## src/rtl/fifo_pkg.sv

```systemverilog
// Shared types, defaults and helpers for the parametrised synchronous FIFO.
package fifo_pkg;

    localparam int FIFO_DWIDTH_DEFAULT = 8;
    localparam int FIFO_DEPTH_DEFAULT  = 16;

    typedef struct packed {
        logic full;
        logic empty;
        logic almost_full;
        logic almost_empty;
        logic overflow;
        logic underflow;
    } fifo_status_t;

    localparam fifo_status_t FIFO_STATUS_RST = '{
        full:         1'b0,
        empty:        1'b1,
        almost_full:  1'b0,
        almost_empty: 1'b1,
        overflow:     1'b0,
        underflow:    1'b0
    };

    function automatic int fifo_aw(input int depth);
        return $clog2(depth);
    endfunction

endpackage

```

## src/rtl/sync_fifo_param_mem.sv

```systemverilog
// FIFO storage: DEPTH x DWIDTH register array, synchronous write, asynchronous read, no reset.
module fifo_mem
    import fifo_pkg::*;
#(
    parameter int DWIDTH = FIFO_DWIDTH_DEFAULT,
    parameter int DEPTH  = FIFO_DEPTH_DEFAULT,
    parameter int AW     = fifo_aw(DEPTH)
) (
    input  logic              clk,
    input  logic              we,
    input  logic [AW-1:0]     waddr,
    input  logic [DWIDTH-1:0] wdata,
    input  logic [AW-1:0]     raddr,
    output logic [DWIDTH-1:0] rdata
);

    logic [DWIDTH-1:0] mem [DEPTH];

    always_ff @(posedge clk) begin
        if (we) begin
            mem[waddr] <= wdata;
        end
    end

    assign rdata = mem[raddr];

endmodule

```

## src/rtl/sync_fifo_param.sv

```systemverilog
// Parametrised single-clock FIFO with count, watermark flags, error pulses and flush.
// Define FIFO_FWFT_EN for first-word-fall-through reads; default is a registered read port.
module sync_fifo_param
    import fifo_pkg::*;
#(
    parameter int DWIDTH    = FIFO_DWIDTH_DEFAULT,
    parameter int DEPTH     = FIFO_DEPTH_DEFAULT,
    parameter int AFULL_TH  = DEPTH - 2,
    parameter int AEMPTY_TH = 2
) (
    input  logic                     clk,
    input  logic                     rst_n,
    input  logic                     clr,
    input  logic                     wr,
    input  logic [DWIDTH-1:0]        din,
    input  logic                     rd,
    output logic [DWIDTH-1:0]        dout,
    output logic                     full,
    output logic                     empty,
    output logic                     almost_full,
    output logic                     almost_empty,
    output logic [fifo_aw(DEPTH):0]  count,
    output logic                     overflow,
    output logic                     underflow
);

    localparam int AW = fifo_aw(DEPTH);
    localparam logic [AW:0] DEPTH_C  = (AW+1)'(DEPTH);
    localparam logic [AW:0] AFULL_C  = (AW+1)'(AFULL_TH);
    localparam logic [AW:0] AEMPTY_C = (AW+1)'(AEMPTY_TH);

    if ((DEPTH < 4) || ((DEPTH & (DEPTH - 1)) != 0)) begin : g_bad_depth
        $error("sync_fifo_param: DEPTH must be a power of two and at least 4");
    end
    if ((AFULL_TH < 1) || (AFULL_TH > DEPTH)) begin : g_bad_afull
        $error("sync_fifo_param: AFULL_TH must lie in 1..DEPTH");
    end
    if ((AEMPTY_TH < 0) || (AEMPTY_TH > DEPTH - 1)) begin : g_bad_aempty
        $error("sync_fifo_param: AEMPTY_TH must lie in 0..DEPTH-1");
    end
    if (DWIDTH < 1) begin : g_bad_dwidth
        $error("sync_fifo_param: DWIDTH must be at least 1");
    end

    logic [AW:0]       wr_ptr_reg, wr_ptr_next;
    logic [AW:0]       rd_ptr_reg, rd_ptr_next;
    logic [AW:0]       count_reg, count_next;
    fifo_status_t      status_reg, status_next;
    logic [DWIDTH-1:0] mem_rdata;
    logic              wr_acc, rd_acc;

    assign wr_acc = wr && !status_reg.full;
    assign rd_acc = rd && !status_reg.empty;

    // Flags come from next-state pointers so they are exact one edge after the change.
    always_comb begin
        wr_ptr_next = wr_ptr_reg;
        rd_ptr_next = rd_ptr_reg;
        if (clr) begin
            wr_ptr_next = '0;
            rd_ptr_next = '0;
        end else begin
            if (wr_acc) begin
                wr_ptr_next = wr_ptr_reg + 1'b1;
            end
            if (rd_acc) begin
                rd_ptr_next = rd_ptr_reg + 1'b1;
            end
        end
        count_next               = wr_ptr_next - rd_ptr_next;
        status_next.full         = (count_next == DEPTH_C);
        status_next.empty        = (count_next == '0);
        status_next.almost_full  = (count_next >= AFULL_C);
        status_next.almost_empty = (count_next <= AEMPTY_C);
        status_next.overflow     = !clr && wr && status_reg.full;
        status_next.underflow    = !clr && rd && status_reg.empty;
    end

    always_ff @(posedge clk or negedge rst_n) begin
        if (!rst_n) begin
            wr_ptr_reg <= '0;
            rd_ptr_reg <= '0;
            count_reg  <= '0;
            status_reg <= FIFO_STATUS_RST;
        end else begin
            wr_ptr_reg <= wr_ptr_next;
            rd_ptr_reg <= rd_ptr_next;
            count_reg  <= count_next;
            status_reg <= status_next;
        end
    end

    fifo_mem #(
        .DWIDTH (DWIDTH),
        .DEPTH  (DEPTH),
        .AW     (AW)
    ) u_mem (
        .clk   (clk),
        .we    (wr_acc && !clr),
        .waddr (wr_ptr_reg[AW-1:0]),
        .wdata (din),
        .raddr (rd_ptr_reg[AW-1:0]),
        .rdata (mem_rdata)
    );

`ifdef FIFO_FWFT_EN
    assign dout = status_reg.empty ? '0 : mem_rdata;
`else
    logic [DWIDTH-1:0] dout_reg;

    always_ff @(posedge clk or negedge rst_n) begin
        if (!rst_n) begin
            dout_reg <= '0;
        end else if (clr) begin
            dout_reg <= '0;
        end else if (rd_acc) begin
            dout_reg <= mem_rdata;
        end
    end

    assign dout = dout_reg;
`endif

    assign full         = status_reg.full;
    assign empty        = status_reg.empty;
    assign almost_full  = status_reg.almost_full;
    assign almost_empty = status_reg.almost_empty;
    assign overflow     = status_reg.overflow;
    assign underflow    = status_reg.underflow;
    assign count        = count_reg;

endmodule
```

## config.mk

```make
export PLATFORM = sky130hd
export DESIGN_NAME = sync_fifo_param
export DESIGN_NICKNAME = d
export VERILOG_FILES = /design/src/rtl/fifo_pkg.sv /design/src/rtl/sync_fifo_param_mem.sv /design/src/rtl/sync_fifo_param.sv
export SDC_FILE = /design/constraint.sdc
export NUM_CORES = 1
export LEC_CHECK = 0
export CORE_ASPECT_RATIO = 0.8
export CORE_MARGIN = 5
export CORE_UTILIZATION = 30
export CTS_BUF_LIST = sky130_fd_sc_hd__clkbuf_8
export CTS_CLUSTER_SIZE = 14
export DETAILED_ROUTE_END_ITERATION = 8
export GPL_TIMING_DRIVEN = 0
export SLEW_MARGIN = 5
export SYNTH_ARGS = -nofsm -noshare
export SYNTH_HDL_FRONTEND = slang
export SYNTH_HIERARCHICAL = 1
export SYNTH_SLANG_ARGS = --single-unit
export TNS_END_PERCENT = 50
```

## constraint.sdc

```tcl
create_clock -name clk -period 3.9 [get_ports clk]
set_input_delay 0.78 -clock clk [delete_from_list [all_inputs] [get_ports clk]]
set_output_delay 0.78 -clock clk [all_outputs]
set_load 0.05 [all_outputs]
```

-- Yosys cells after proc, flatten, opt, wreduce, memory -nomap -nowiden
Memories as Yosys holds them, arrays and structs flattened.
Index checks and enable logic that the tools add are counted.
- add/subtract/negate cells: 3
- multiply operators: 0
- div/mod/pow operators: 0
- order comparisons: 2
- equal/unequal tests: 1
- shifts and indexed selects: 0
- multiplexer cells: 8
- bitwise logic cells: 0
- reductions and logical operators: 12
- operator list (cell ; number):
    $mux 5 ; 4
    $mux 8 ; 2
    $add 5x1->5 const B ; 2
    $logic_and 1x1->1 ; 7
    $eq 5x5->1 const B ; 1
    $ge 5x4->1 const B ; 1
    $le 5x2->1 const B ; 1
    $logic_not 5->1 ; 1
    $sub 5x5->5 ; 1
    $logic_not 1->1 ; 3
    $mux 1 ; 2
    $reduce_bool 2->1 ; 1
- register bits: 29
- latch bits: 0
- RAM bits: 128
- memory bits (read-only): 0
- logic and storage cells: 37
- memories kept: 1
- memories (memory ; depth ; width ; rd ports ; clocked after Yosys merged registers in ; write ports ; line ; RTL):
    u_mem.mem ; 16 ; 8 ; 1 ; 0 ; 1 ; sync_fifo_param_mem.sv:17 ; logic [DWIDTH-1:0] mem [DEPTH];

-- Logic depth before layout (Yosys ltp)
Gate-level depths: netlist of the first run.
- depth after elaboration: 6
- depth in mapped cells: 12
- gate-level depth less buffers: 11

-- Modules after synthesis
Netlist of the first run, hierarchy kept.
- by module, submodules not included (module ; times used ; cells an instance ; area an instance (um2)):
    fifo_mem ; 1 ; 221 ; 4987.3
    sync_fifo_param ; 1 ; 134 ; 1386.3

-- Least setup slack after synthesis of the first run
No wires, ideal clock.
- path type: input to register
- start: input rd
- end: register status_reg (netlist bit full)
- setup time: 66 ps
- arrival time: 3123 ps
- data required time: 3834 ps
- setup slack: 711 ps
- stages on the path: 11
- cells stage by stage: and2b_1 -> clkbuf_1 -> nand2_1 -> xor2_1 -> or2_2 -> ha_1 -> a21o_1 -> a21oi_1 -> o41ai_1 -> nor3b_1 -> o21ba_1
- RTL lines (element ; line ; RTL):
    start: declaration ; sync_fifo_param.sv:16 ; input logic rd,
    end signal: assignment ; sync_fifo_param.sv:89 ; status_reg <= status_next;
    end: declaration ; sync_fifo_param.sv:48 ; fifo_status_t status_reg, status_next;

==> impl_metrics.env, run 1 <==
export IMPL_ctsHoldBuffers=0
export IMPL_grt_pass1_wl_um=20800
export IMPL_p_comb_share_pct=22.4
export IMPL_slew_headroom_pct=13.5
export IMPL_grt_pass1_vias=3452
export IMPL_largest_reg_flops=128
export IMPL_clockPowerShare_pct=29.0
export IMPL_syn_area_um2=6370
export IMPL_cts_num_sinks=157
export IMPL_ios=32
export IMPL_ys_warn_count=6
export IMPL_die_y_um=140
export IMPL_p_seq_share_pct=48.6
export IMPL_yosysSeqAreaShare_pct=71.7
export IMPL_drive_above_1_share_pct=17.5
export IMPL_critical_path_class="input pin to register"
export IMPL_dieArea_um2=24300
export IMPL_die_x_um=173
export IMPL_grt_usage_pct=11.6
export IMPL_worst_path_most_repeated_cell="a21oi_1"
export IMPL_worst_ep_arrival_time_ns=4.09
export IMPL_hold_viol_final=0
export IMPL_switchingPower_uw=1180
export IMPL_period_share_pct=94.9
export IMPL_fin_hold_ws_ns=0.362
export IMPL_synth_cells=355
export IMPL_vias=3338
export IMPL_grt_start_max_net_pins=30
export IMPL_leakage_uw=0.00253
export IMPL_htree_levels=4
export IMPL_met3_usage_pct=3.58
export IMPL_start_kind="input pin"
export IMPL_dp_cells=655
export IMPL_p_int_uw=2860
export IMPL_ys_async_sr_fraction_pct=18.5
export IMPL_n_antenna_cell=0
export IMPL_synth_edf_count=128
export IMPL_cp_slowest_cell="clkdlybuf4s50_1"
export IMPL_required_ns=4.29
export IMPL_remaining_drc_errors=0
export IMPL_fin_skew_ns=0.0117
export IMPL_path_clk_slew_ns=0.08
export IMPL_drtPass1Iterations=7
export IMPL_crit_path_max_fanout=10
export IMPL_hold_class="input pin to asynchronous set/reset pin"
export IMPL_ys_flop_type="edfxtp_1"
export IMPL_port_buffers=31
export IMPL_drt_wl_total_um=13600
export IMPL_crit_family="buffers and inverters"
export IMPL_worst_setup_path_end_kind="register"
export IMPL_top_usage_layer="met2"
export IMPL_switching_share_pct=29.2
export IMPL_final_setup_viol_count=0
export IMPL_ir_worst_vdd_uv=214
export IMPL_max_clock_freq_ghz=0.270
export IMPL_fp_coreArea_um2=20800
export IMPL_num_rows=47
export IMPL_crit_buf_inv=3
export IMPL_cts_tree="yes"
export IMPL_crit_path_cell_trace="clkdlybuf4s50_1 > clkbuf_1 > buf_1 > a21oi_1 > fa_1 > a21o_1 > a21oi_1 > o41ai_1 > nor3b_2 > o21ba_1"
export IMPL_netlist_cell_type_count=49
export IMPL_clk_path_buf_depth=2
export IMPL_cts_root_buf="clkbuf_8"
export IMPL_dp_final_hpwl_um=9300
export IMPL_wire_per_inst_um=19.8
export IMPL_synth_seq_cells=157
export IMPL_grt_use_met1_pct=16.6
export IMPL_critPathMaxStageDelay_ns=0.59
export IMPL_numCtsBuffers=17
export IMPL_status="complete, no violations"
export IMPL_ant_nets=0
export IMPL_rsz0062_at_grt="false"
export IMPL_start_util_pct=30.6
export IMPL_via_per_inst=4.87
export IMPL_drt_initial_drc_count=252
export IMPL_avgSynthCellArea_um2=18.0
export IMPL_finalSetupTns_ns=0
export IMPL_tightest_slew_ns=1.29
export IMPL_area_growth_pct=16.4
export IMPL_powerDensity_nw_per_um2=544
export IMPL_slew_violations=0
export IMPL_fin_nets=424
export IMPL_instances_no_fill=686
export IMPL_antenna_found_initial=0
export IMPL_grt_use_met2_pct=17.3
export IMPL_grt_ovfl_total=0
export IMPL_synth_fp_nets=375
export IMPL_fin_crit_ns=3.70
export IMPL_cap_violations=0
export IMPL_routabilityCongestion=0.763
export IMPL_power_total_uw=4030
export IMPL_fill_cells=1954
export IMPL_clkLatencyLatePin_ns=0.44
==> through the flow <==
stage                     util (%)  area [um^2]  setup slack [ns]
final                         35.6         7420             0.198
after global routing          35.6         7420           0.00203
after floorplan                  -         6370             0.711
after CTS                     35.6         7410            0.0665
after global placement        33.7         7020            -0.347
after detailed placement      33.7         7020            -0.435
==> final timing paths <==
kind	startpoint	end	slack (ns)	cells past startpoint
setup reg to reg	empty	full	0.73	10
hold reg to reg	dout[1]	dout[1]	0.55	2
min in group clk	dout[1]	dout[1]	0.55	2
hold / removal	rst_n	dout[6]	0.36	1
max in group asynchronous	rst_n	wr_ptr_reg[2]	3.11	1
setup / recovery	clr	full	0.20	10
==> worst register-to-register path: cells and delay by family (launching register included) <==
family,cells,cell delay [ns]
AOI/OAI and AO/OA,4,0.86
muxes,1,0.12
adders and majority gates,1,0.45
and+or+nand+nor,3,0.80
buffers and inverters,1,0.33
DFF,1,0.56
==> area by class of cell <==
cell class | count | area (um^2) | share of cell area [%]
repair buffers | 31 | 305 | 4.12
clock inverters | 13 | 124 | 1.67
inverters | 10 | 37.5 | 0.506
flip-flops and latches | 157 | 4570 | 61.6
multi-input cells | 174 | 1680 | 22.7
plain buffers | 13 | 97.6 | 1.32
well taps | 269 | 337 | 4.54
clock buffers | 19 | 262 | 3.53
==> placed cells by master (no fill, tap or decap), types with 4 or more instances in the layout <==
cell type / Yosys / routed
mux4_1: 14 / 14
buf_2: 3 / 4
clkdlybuf4s50_1: 0 / 30
mux4_2: 18 / 18
nand2_1: 30 / 30
inv_1: 10 / 13
xor2_1: 4 / 4
ha_1: 6 / 6
edfxtp_1: 128 / 128
a21oi_1: 11 / 11
dfrtp_1: 27 / 27
clkbuf_8: 0 / 19
or2_2: 4 / 4
nor2_1: 20 / 20
a22oi_1: 16 / 16
nand2b_1: 4 / 4
nor3_2: 1 / 4
==> cell families (layout without fill, tap and decap cells) <==
kind of cell             count (synthesis)  count (layout)  synth area share [%]
buffers and inverters                   24              86                  2.18
flip-flops                             157             157                  71.7
adder cells (fa/ha/maj)                  7               7                  1.49
AND/OR/NAND/NOR                         86              86                  6.64
multiplexers                            33              33                  12.3
XOR/XNOR                                 7               7                 0.962
AO/OA/AOI/OAI                           41              41                  4.71
==> layer usage <==
metal  vias to the layer above  part of all wire [%]
met5                         -                     0
met4                         0                  0.54
met3                         6                   6.2
met2                        79                    47
met1                      1750                    46
li1                       1503                     -
==> synthesized netlist by cell type, types with 2 or more instances <==
| cell | instances | area share (%) |
|---|---|---|
| nand3b_1 | 3 | 0.35 |
| inv_1 | 10 | 0.59 |
| a21oi_1 | 11 | 0.86 |
| a22oi_1 | 16 | 1.9 |
| dfrtp_1 | 27 | 11 |
| and3_1 | 2 | 0.20 |
| nand2_1 | 30 | 1.8 |
| or2_2 | 4 | 0.39 |
| o21ai_0 | 2 | 0.16 |
| clkbuf_1 | 3 | 0.18 |
| mux4_2 | 18 | 6.4 |
| nor3_1 | 6 | 0.47 |
| mux4_1 | 14 | 5.8 |
| dfstp_2 | 2 | 0.82 |
| ha_1 | 6 | 1.2 |
| xor2_1 | 4 | 0.55 |
| nor3b_1 | 2 | 0.24 |
| clkdlybuf4s25_2 | 3 | 0.47 |
| nand2b_1 | 4 | 0.39 |
| buf_2 | 3 | 0.24 |
| edfxtp_1 | 128 | 60 |
| nor2b_1 | 3 | 0.29 |
| nand3_1 | 2 | 0.16 |
| nand4_1 | 2 | 0.20 |
| buf_6 | 3 | 0.53 |
| nor2_1 | 20 | 1.2 |
| o2111ai_1 | 2 | 0.27 |
| xnor2_1 | 3 | 0.41 |
| and2b_1 | 2 | 0.24 |
==> power groups by stage <==
stage	clock network [uW]	registers [uW]	logic, uW
2_1_floorplan	0	2170	421
3_3_place_gp	0	1990	898
3_5_place_dp	0	2000	912
4_1_cts	1210	1960	915
5_1_grt	1290	1970	967
6_report	1170	1960	904
==> what timing repair did <==
| item | 4_1_cts | 5_1_grt |
|---|---|---|
| endpoints found under the setup margin | 0 | 5 |
| buffers inserted | 0 | 0 |
| gates resized for setup | 0 | 1 |
Note: power is estimated with default switching activity, not from simulation.
==> inputs of run 2 (changes only) <==
- SKIP_LAST_GASP: unset -> 1
==> results of run 2 <==
The final DEF is identical to that of run 1; final timing and power are the same.
